## config.mk

```make
export PLATFORM = sky130hd
export DESIGN_NAME = serial_subtractor
export DESIGN_NICKNAME = d
export VERILOG_FILES = /design/src/rtl/serial_subtractor.sv
export SDC_FILE = /design/constraint.sdc
export NUM_CORES = 1
export LEC_CHECK = 0
export CAP_MARGIN = 0
export CORE_MARGIN = 5
export CORE_UTILIZATION = 49
export CTS_BUF_LIST = sky130_fd_sc_hd__clkbuf_16
export CTS_CLUSTER_SIZE = 40
export DETAILED_ROUTE_END_ITERATION = 10
export PLACE_DENSITY = 0.74
export SLEW_MARGIN = 20
export SYNTH_ARGS = -nofsm -noshare
export SYNTH_HDL_FRONTEND = slang
export SYNTH_SLANG_ARGS = --single-unit
```

## constraint.sdc

```tcl
create_clock -name clk -period 1.9 [get_ports clk]
set_clock_uncertainty 0.15 [all_clocks]
set_input_delay 0.38 -clock clk [delete_from_list [all_inputs] [get_ports clk]]
set_output_delay 0.38 -clock clk [all_outputs]
set_load 0.01 [all_outputs]
```

## src/rtl/serial_subtractor.sv

```systemverilog
// Bit-serial subtractor: computes a - b - bin one bit per clock, LSB first,
// using a single full-subtractor cell behind a start/busy/done handshake.
module serial_subtractor #(
  parameter int unsigned WIDTH = 4
) (
  input  logic             clk,
  input  logic             rst_n,
  input  logic             start,
  input  logic [WIDTH-1:0] a,
  input  logic [WIDTH-1:0] b,
  input  logic             bin,
  output logic [WIDTH-1:0] D,
  output logic             bout,
  output logic             busy,
  output logic             done
);

  localparam int unsigned CW = $clog2(WIDTH);

  typedef enum logic {
    IDLE = 1'b0,
    RUN  = 1'b1
  } state_e;

  state_e           state_q;
  logic [WIDTH-1:0] a_q;
  logic [WIDTH-1:0] b_q;
  logic [WIDTH-1:0] res_q;
  logic [WIDTH-1:0] res_d;
  logic             br_q;
  logic             borrow_d;
  logic             diff_c;
  logic             last_c;
  logic [CW-1:0]    cnt_q;

  // Full-subtractor cell on the current operand LSBs and running borrow.
  always_comb begin
    diff_c   = a_q[0] ^ b_q[0] ^ br_q;
    borrow_d = (~a_q[0] & b_q[0]) | (~(a_q[0] ^ b_q[0]) & br_q);
    res_d    = {diff_c, res_q[WIDTH-1:1]};
    last_c   = (cnt_q == CW'(WIDTH - 1));
  end

  always_ff @(posedge clk or negedge rst_n) begin
    if (!rst_n) begin
      state_q <= IDLE;
      a_q     <= '0;
      b_q     <= '0;
      res_q   <= '0;
      br_q    <= 1'b0;
      cnt_q   <= '0;
      D       <= '0;
      bout    <= 1'b0;
      busy    <= 1'b0;
      done    <= 1'b0;
    end else begin
      done <= 1'b0;
      case (state_q)
        IDLE: begin
          if (start) begin
            a_q     <= a;
            b_q     <= b;
            br_q    <= bin;
            res_q   <= '0;
            cnt_q   <= '0;
            busy    <= 1'b1;
            state_q <= RUN;
          end
        end
        RUN: begin
          // Operands shift right so the next bit is always at position 0.
          a_q   <= {1'b0, a_q[WIDTH-1:1]};
          b_q   <= {1'b0, b_q[WIDTH-1:1]};
          br_q  <= borrow_d;
          res_q <= res_d;
          cnt_q <= cnt_q + CW'(1);
          if (last_c) begin
            D       <= res_d;
            bout    <= borrow_d;
            done    <= 1'b1;
            busy    <= 1'b0;
            state_q <= IDLE;
          end
        end
      endcase
    end
  end

endmodule

```

# Yosys cells after proc, flatten, opt, wreduce, memory -nomap -nowiden
# Index checks and enable logic that the tools add are counted.
# W data, S select, Z words.
# totals
in_bits	12
output_inout_bits	7
register_bits	23
# classes
n_addsub	1
n_bitwise	8
n_reduce_logical	2
n_eq_ne	3
mux	18
# op_table
cell	count
$pmux W4 S2	3
$mux W4	3
$mux W1	7
$pmux W1 S2	3
$pmux W2 S2	1
$reduce_and A2 Y1	2
$not A1 Y1	3
$add A2 B1 Y2 const B	1
$and A1 B1 Y1	2
$eq A2 B2 Y1 const B	1
$mux W2	1
$ne A2 B1 Y1 const B	1
$ne A2 B2 Y1 const B	1
$xor A1 B1 Y1	2
$or A1 B1 Y1	1

# Depth between registers and ports, before layout
# logic_depth
depth_word	5
depth_mapped	4
mapped_depth_nobuf	4

# Least setup slack after synthesis
# OpenSTA, ideal clock, no wires.
# synth_path
path_type	flip-flop to flip-flop
startpoint	reg a_q[0]
endpoint	reg D[3]
slack_ns	0.511
period_less_slack_ns	1.389
arrival_time_ns	1.114
path_stages_with_launch	3
n_path_buf	0
path_cell_list	dfrtp_1 fa_1 mux2_2
# synth_via
elab_chain_cells	2
# synth_lines
element	line_no	text
start: declaration	26	logic [WIDTH-1:0] a_q;
start signal: assignment	72	a_q <= {1'b0, a_q[WIDTH-1:1]};
$xor A1 B1 Y1 (2 in series)	38	diff_c = a_q[0] ^ b_q[0] ^ br_q;
net diff_c	32	logic diff_c;
end signal: assignment	78	D <= res_d;
end: declaration	12	output logic [WIDTH-1:0] D,
# The timed path passes the listed nets, and every way through them passes these cells.
# A chain may end at the register's enable or synchronous reset.

# Worst setup path in the final report
# layout_path
startpoint	reg busy
endpoint	out busy
# layout_rtl
element	line_no	text
start: declaration	14	output logic busy,
start signal: assignment	54	busy <= 1'b0;
start signal: assignment	66	busy <= 1'b1;
start signal: assignment	81	busy <= 1'b0;
# No word-level cell between the ends.

==> flow_summary_export.csv <==
group,metric,value,unit
setup_path,crit_type,"reg -> out",
drt,top_layer_used,"met4",
synthesis,ys_top_cells_by_area,"dfrtp_1 59%, mux2i_1 12%, mux2_2 6.0%",
synthesis,ys_ff_latch,22,
power_and_ir_drop,power_leakage,0.585,nW
setup_path,crit_fanout,3,
cts,cts_resized,0,
setup_path,crit_arrival,1.17,ns
synthesis,syn_inst,76,
drt,vias_per_cell,4.91,
cts,htreeDepth,1,
cts,cts_buffer_depth,2,
hold_path,hold_class,"in -> async",
drt,wl,1540,µm
drt,drtAntennaViolNets,0,
die,num_io_pins,19,
sta,min_period,1.70,ns
setup_path,end_kind,"output port",
sta,tns,0,ns
sta,slew_headroom,73.4,%
sta,slew_viol_final,0,
power_and_ir_drop,power_frac_seq,42.4,%
drt,drt-pass1-iter-count,4,
cts,cts_setup_buffers,0,
grt,grt_overflow,0,
drt,dr_total_vias,604,
sta,post-route-period-util,89.3,%
cells_and_area,fin_util,69.5,%
power_and_ir_drop,power_per_cell_area,1530,mW/mm²
placement,port_buffers,18,
synthesis,yosysTopAreaCell,"dfrtp_1",
setup_path,cp-start-kind,"flip-flop",
grt,grt_max_degree,23,
cts,clockRootBuffer,"clkbuf_16",
power_and_ir_drop,p_clk_share,23.1,%
power_and_ir_drop,net-switching-power,0.557,mW
setup_path,worstPathRequired,1.37,ns
cts,cts_hold_buf,0,
setup_path,critPathBufInv,1,
sta,grt_setup_unrepaired,"false",
drt,post_drt_wl_per_cell,12.5,µm
synthesis,ys_seq_area_share,58.9,%
die,num_rows,15,
synthesis,syn_nets,90,
grt,grt_pass1_wl,2690,µm
drt,wl_met3,86,µm
placement,dp.final_hpwl,1120,µm
die,die_h,53.7,µm
flow_run,cap_violations,0,
drt,drc,0,
drt,wl_met2,743,µm
setup_path,slowest_delay,0.55,ns
sta,worst_slew_pin_slew,0.399,ns
die,core_area,0.00176,mm²
setup_path,crit_family,"buffers and inverters",
sta,hold_violations,0,
setup_path,cp_slowest_cell,"clkdlybuf4s50_1",
sta,maxClockFrequency,589,MHz
cells_and_area,fill_cells,135,
cts,cts_tree,"built",
setup_path,crit_chain,"clkdlybuf4s50_1",
cts,insertion_delay,0.25,ns
grt,track_usage,13.1,%
cts,cts.sinks,22,
power_and_ir_drop,p_sw_share,29.7,%
synthesis,synth_top_area_share,58.9,%
placement,gp_congestion,0.663,
die,initial_utilization,53.0,%
power_and_ir_drop,p_comb_share,34.5,%
synthesis,syn-cell-area,935,µm²
drt,first_iter_violations,4,
synthesis,avgSynthCellArea,12.3,µm²
die,die-area,0.00288,mm²
power_and_ir_drop,ir_drop,0.778,mV
status,status,"finished clean",
cts,cts_buffers,3,
drt,m1WireLength,693,µm
die,die-width,53.7,µm
cells_and_area,n_antenna_cell,0,
cells_and_area,areaGrowthSynthToFinish,31.2,%
power_and_ir_drop,p_int,1.32,mW
synthesis,yosys_warnings,0,
cts,path_clk_slew,0.06,ns
cells_and_area,nets,113,
sta,setup_viol,0,
synthesis,synth_cell_type_count,18,
grt,antenna_found_initial,0,
cells_and_area,layout-drive-gt1-share,13.3,%
grt,grt_pass1_vias,625,
-- cell families after synthesis --
logic type | synth area share, %
DFF | 58.9
muxes | 17.8
and+or+nand+nor | 7.36
AOI/OAI and AO/OA | 7.36
buffers and inverters | 5.09
adders and majority gates | 3.48
-- Yosys cell counts (all sizes together) --
master and n:
a21oi 1, a22o 2, buf 4, dfrtp 22
fa 1, ha 1, inv 5, mux2 5
mux2i 11, nand2 9, nand2b 2, nor2 4
o21ai 8, o22ai 1
-- layer usage --
| metal | vias up | GRT usage [%] |
|---|---|---|
| li1 | 298 | - |
| met1 | 289 | 16.8 |
| met2 | 15 | 20.0 |
| met3 | 2 | 3.88 |
| met4 | 0 | 6.38 |
| met5 | - | 0 |
-- sequential cells by signal, summed over array words and instances, names as in the netlist --
register and cells:
D 4, bout 1, res_q 3, cnt_q 2
br_q 1, busy 1, done 1, a_q 4
state_q 1, b_q 4
-- path summary, 6_finish.rpt --
| check | from | endpoint | slack (ns) | cells after the start |
|---|---|---|---|---|
| worst max-delay path | busy | busy | 0.20 | 1 |
| worst min-delay path | rst_n | res_q[2] | 0.32 | 2 |
| worst max register to register | a_q[0] | D[3] | 0.46 | 2 |
| worst min register to register | res_q[1] | res_q[1] | 0.35 | 1 |
| max in group asynchronous | rst_n | a_q[0] | 1.06 | 2 |
| min in group clk | res_q[1] | res_q[1] | 0.35 | 1 |
-- power groups by stage --
stage               clock [mW]  sequential, mW  combinational, mW
floorplan                    0           0.789              0.405
global placement             0           0.794              0.624
detailed placement           0           0.804              0.647
CTS                      0.441           0.797              0.659
global route             0.460           0.828              0.722
finish                   0.432           0.794              0.646
-- cell usage in the layout, fill, tap and decap left out --
| cell | netlist | layout |
|---|---|---|
| dfrtp_1 | 22 | 22 |
| clkdlybuf4s50_1 | 0 | 18 |
| mux2i_1 | 11 | 11 |
| nand2_1 | 8 | 8 |
| inv_1 | 5 | 5 |
| mux2_2 | 5 | 5 |
| nor2_1 | 4 | 4 |
| o21ai_1 | 4 | 4 |
| o21ai_0 | 4 | 4 |
| buf_4 | 1 | 4 |
| clkbuf_16 | 0 | 3 |
| a22o_1 | 2 | 2 |
| nand2b_1 | 2 | 2 |
| nand2_4 | 1 | 1 |
| a21oi_1 | 1 | 1 |
| o22ai_1 | 1 | 1 |
| fa_1 | 1 | 1 |
| ha_1 | 1 | 1 |
| clkinv_1 | 0 | 1 |
-- through the flow --
step	cells	cell area, µm²	power, mW	hold slack (ns)	setup slack (ns)
2_1_floorplan	76	935	1.19	-0.0656	0.511
3_3_place_gp	119	1150	1.42	0.322	0.292
3_5_place_dp	119	1150	1.45	0.329	0.232
4_1_cts	123	1230	1.90	0.334	0.192
5_1_grt	123	1230	2.01	0.353	0.161
6_report	123	1230	1.87	0.324	0.203
-- cell type report --
class                      count  area, µm²  share of cell area [%]
sequential                    22        551                    44.9
multi-input combinational     45        337                    27.4
timing repair buffer          22        210                    17.1
clock buffer                   3       75.1                    6.12
tap                           25       31.3                    2.55
inverter                       5       18.8                    1.53
clock inverter                 1       3.75                   0.306
(Power assumes the default switching activity.)
